$ cat config.mk
export PLATFORM = sky130hd
export DESIGN_NAME = dffrn_stim_lfsr
export DESIGN_NICKNAME = d
export VERILOG_FILES = /design/src/rtl/dffrn_stim_pkg.sv /design/src/rtl/dffrn_stim_lfsr.sv
export SDC_FILE = /design/constraint.sdc
export NUM_CORES = 1
export LEC_CHECK = 0
export BUFFER_PORTS_ARGS = -buffer_cell sky130_fd_sc_hd__buf_2
export CORE_AREA = 4 4 41 43
export CTS_CLUSTER_SIZE = 28
export DETAILED_ROUTE_END_ITERATION = 7
export DIE_AREA = 0 0 45 47
export GPL_TIMING_DRIVEN = 1
export PLACE_DENSITY = 0.45
export SETUP_SLACK_MARGIN = 0.15
export SYNTH_ARGS = -nofsm -noshare
export SYNTH_HDL_FRONTEND = slang
export SYNTH_SLANG_ARGS = --single-unit
export TNS_END_PERCENT = 100
$ cat constraint.sdc
create_clock -name clk -period 1 [get_ports clk]
set_input_delay 0.2 -clock clk [delete_from_list [all_inputs] [get_ports clk]]
set_output_delay 0.2 -clock clk [all_outputs]
set_load 0.05 [all_outputs]
$ cat src/rtl/dffrn_stim_pkg.sv
// Shared types and constants for the DFFRN stimulus/check stage.
package dffrn_stim_pkg;

  localparam int          LFSR_W       = 8;
  // Taps for x^8+x^6+x^5+x^4+1 on a left-shifting register: bits 7,5,4,3
  localparam logic [7:0]  LFSR_TAPS    = 8'hB8;
  localparam logic [7:0]  SEED_DEFAULT = 8'hA5;

  typedef enum logic [2:0] {IDLE, P0, P1, P2, P3, FIN} state_t;

  // One Fibonacci step: shift left, XOR of the tapped bits enters at bit 0
  function automatic logic [LFSR_W-1:0] lfsr_step(input logic [LFSR_W-1:0] s);
    return {s[LFSR_W-2:0], ^(s & LFSR_TAPS)};
  endfunction

endpackage

$ cat src/rtl/dffrn_stim_lfsr.sv
// 8-bit vector generator. Exposes the D and RN bits of the value the register
// will hold after this edge, so the top can register the cell pins in step.
module dffrn_stim_lfsr
  import dffrn_stim_pkg::*;
#(
  parameter logic [LFSR_W-1:0] SEED = SEED_DEFAULT
) (
  input  logic clk,
  input  logic r,
  input  logic load,
  input  logic advance,
  output logic d_bit,
  output logic rn_bit
);

  logic [LFSR_W-1:0] lfsr;
  logic [LFSR_W-1:0] upcoming;

  // Next register value: reload wins over advance, otherwise hold
  always_comb begin
    upcoming = lfsr;
    if (load)         upcoming = SEED;
    else if (advance) upcoming = lfsr_step(lfsr);
  end

  assign d_bit  = upcoming[0];
  assign rn_bit = |upcoming[3:1];

  // State register
  always_ff @(posedge clk) begin
    if (r) lfsr <= SEED;
    else   lfsr <= upcoming;
  end

endmodule

==> results.json <==
{
  "grt_pass1_wl_um": 1370,
  "worst_ir_drop_vdd_uv": 686,
  "timing.critical_path.to_type": "output port",
  "synthCells": 36,
  "tritoncts_num_sinks": 8,
  "cts_root_buffer": "clkbuf_4",
  "run_status": "finished, violations left",
  "worst_slew_margin_relative_to_its_limit_pct": 82.3,
  "synth_seq_cells": 8,
  "place.port_buffers": 5,
  "placement_rows": 13,
  "regToRegStartpoint": "lfsr[3]",
  "final_area_um2": 612,
  "cts_tree": "built",
  "critical_path.startpoint_type": "flip-flop",
  "synthesis.area_per_instance_um2": 9.49,
  "fin_max_slew_vios": 0,
  "cts_hold_repair.buffers": 0,
  "failing_checks": "negative setup slack",
  "cts.htree.levels": 1,
  "maximum_clock_path_buffer_count": 2,
  "flow.area_growth_from_synthesis_pct": 79.1,
  "final_layout_size_suffix_gt1_share_pct": 65.5,
  "drv_cap": 0,
  "worst-endpoint-arrival_ns": 1.28,
  "cts_made_buffers": 3,
  "routed_via_density": 4.82,
  "final_net_count": 64,
  "grt_max_degree": 7,
  "detail_route_antenna_nets": 0,
  "layout.core_utilization_pct": 47.0,
  "regMostFlops": "lfsr",
  "cp.required_ns": 0.80,
  "design.die.area_um2": 2120,
  "final-instance-count-excl-fill": 73,
  "drcViolationCount": 0,
  "first_global_vias": 364,
  "grt_util_met2_pct": 17.2,
  "worst_r2r_path_depth": 7,
  "core_region_area_um2": 1300,
  "grt_antenna_before_repair": 0,
  "syn-cell-area_um2": 342,
  "totalWireLength_um": 877,
  "grt.met1_usage_pct": 8.28,
  "final_min_period_over_clock_period_pct": 148,
  "fin_crit_ns": 1.48,
  "setup_tns_ns": -0.958,
  "hold_path_end": "lfsr[4]",
  "initialDrtViolationCount": 2,
  "place.gp.congestion": 0.649,
  "total_congestion_overflow": 0,
  "setup_viol_count_final": 3,
  "rsz0062_at_grt": "true",
  "synth_seq_area_share_pct": 46.9,
  "ys_top_cells_by_area": "dfxtp_1, mux2i_1, xnor2_1, nor3_1, nand2_1",
  "floorplan.initialDensity_pct": 26.3,
  "crit_path_max_fanout": 2,
  "die_h_um": 47,
  "route.vias.total": 352,
  "global_route.peak_usage_layer": "met2",
  "worst_slew_pin_slew_ns": 0.263,
  "count_of_antenna_diodes_in_the_layout": 0,
  "worst_slack_ns": -0.476,
  "largest_registers": "lfsr: 8 flops",
  "groute.usage.overall_pct": 9.67,
  "largest_register_ff_count": 8,
  "min_path_type": "primary input to flip-flop",
  "syn_nets": 40,
  "netlist.top_cell.by_area": "dfxtp_1",
  "top_achievable_clock_speed_mhz": 678,
  "clk_pin_slew_ns": 0.06,
  "clock_latency_at_the_later_pin_of_the_worst_skew_pair_ns": 0.26,
  "reg2reg_slack_ns": -0.24,
  "place.detailed.instances": 67,
  "yosysTopAreaCellShare_pct": 46.9,
  "synth.lib_cells_used.distinct": 13,
  "static_power_due_to_leakage_uw": 0.000270,
  "path_class": "flip-flop to output port",
  "finClkSkew_ns": 0.00904,
  "holdCritStartpoint": "r",
  "power_density_nw_per_um2": 1300,
  "fillCellCount": 130,
  "post_dp_cell_area_um2": 508,
  "synth_warnings": 0,
  "grt.met3_usage_pct": 2.68,
  "timing.rr.end": "lfsr[0]",
  "cell_depth_of_the_worst_hold_path": 2,
  "hold_viol_final": 0,
  "i_o_pins": 6,
  "drtPass1Iterations": 2,
  "die-width_um": 45,
  "wire_per_inst_um": 12.0,
  "worst_hold_slack_ns": 0.168
}
## critical path, cell delays in order (launching register included)
cell	delay [ns]
dfxtp_2	0.33
xnor2_2	0.13
xnor2_1	0.12
buf_4	0.14
a31oi_4	0.12
buf_6	0.17
## metal layers
metal | part of all wire, % | up-vias
li1 | - | 173
met1 | 38 | 167
met2 | 53 | 9
met3 | 5.7 | 3
met4 | 3.2 | 0
met5 | 0 | -
## kinds of logic after synthesis
family                 count (synthesis)  synth area share (%)
AND/OR/NAND/NOR                       14                  19.4
flip-flops                             8                  46.9
multiplexers                           5                  14.7
AO/OA/AOI/OAI                          4                  8.06
XOR/XNOR                               3                  7.69
buffers and inverters                  2                  3.30
## cell usage in the layout, fill, tap and decap left out
master / instances
nand3_4: 1
nor3_1: 3
buf_6: 3
nor3_4: 1
buf_4: 14
a21boi_1: 1
buf_2: 3
nor2_2: 1
nand2_4: 1
nand2b_1: 1
xnor2_2: 2
a21boi_2: 1
inv_1: 1
xnor2_1: 1
a31oi_4: 1
clkbuf_4: 3
nand2b_4: 1
mux2i_1: 5
dfxtp_2: 6
dfxtp_1: 2
a31oi_1: 1
nor4_1: 1
nand2_1: 4
## metrics by stage
stage	setup slack, ns	power, µW
final	-0.476	795
after global routing	-0.523	837
after CTS	-0.488	799
after global placement	-0.252	490
after detailed placement	-0.302	496
after floorplan	-0.198	431
## worst max path at each step
stage | startpoint | endpoint | cells after the start
2_1_floorplan | lfsr[5] | d_bit | 3
3_3_place_gp | lfsr[3] | d_bit | 4
3_5_place_dp | lfsr[3] | d_bit | 4
4_1_cts | lfsr[3] | d_bit | 5
5_1_grt | lfsr[3] | d_bit | 5
6_report | lfsr[3] | d_bit | 5
## area by class of cell
type / instances / area (µm²) / area share (%)
sequential: 8 / 168 / 27.4
inverter: 1 / 3.75 / 0.613
multi-input combinational: 26 / 245 / 40.1
clock buffer: 3 / 22.5 / 3.68
timing repair buffer: 20 / 154 / 25.2
tap: 15 / 18.8 / 3.07
## report_power, final
group | total, µW | internal [µW] | leakage (µW) | switching (µW)
registers | 350 | 336 | 0.0000651 | 13.5
clock network | 250 | 138 | 0.0000138 | 113
logic | 195 | 109 | 0.000191 | 86.0
total | 795 | 583 | 0.000270 | 212
## Yosys cell counts (all sizes together)
master,count
a21boi,2
nand2,5
nand2b,2
inv,1
mux2i,5
buf,1
nor2,1
nor4,1
a31oi,2
nand3,1
xnor2,3
dfxtp,8
nor3,4
## timing repair
item,CTS,global route
hold endpoints to repair,0,0
setup buffers,3,0
pin swaps,4,0
resized for setup,14,5
cloned,0,0
setup endpoints to repair,4,5
Note: power is estimated with default switching activity, not from simulation.
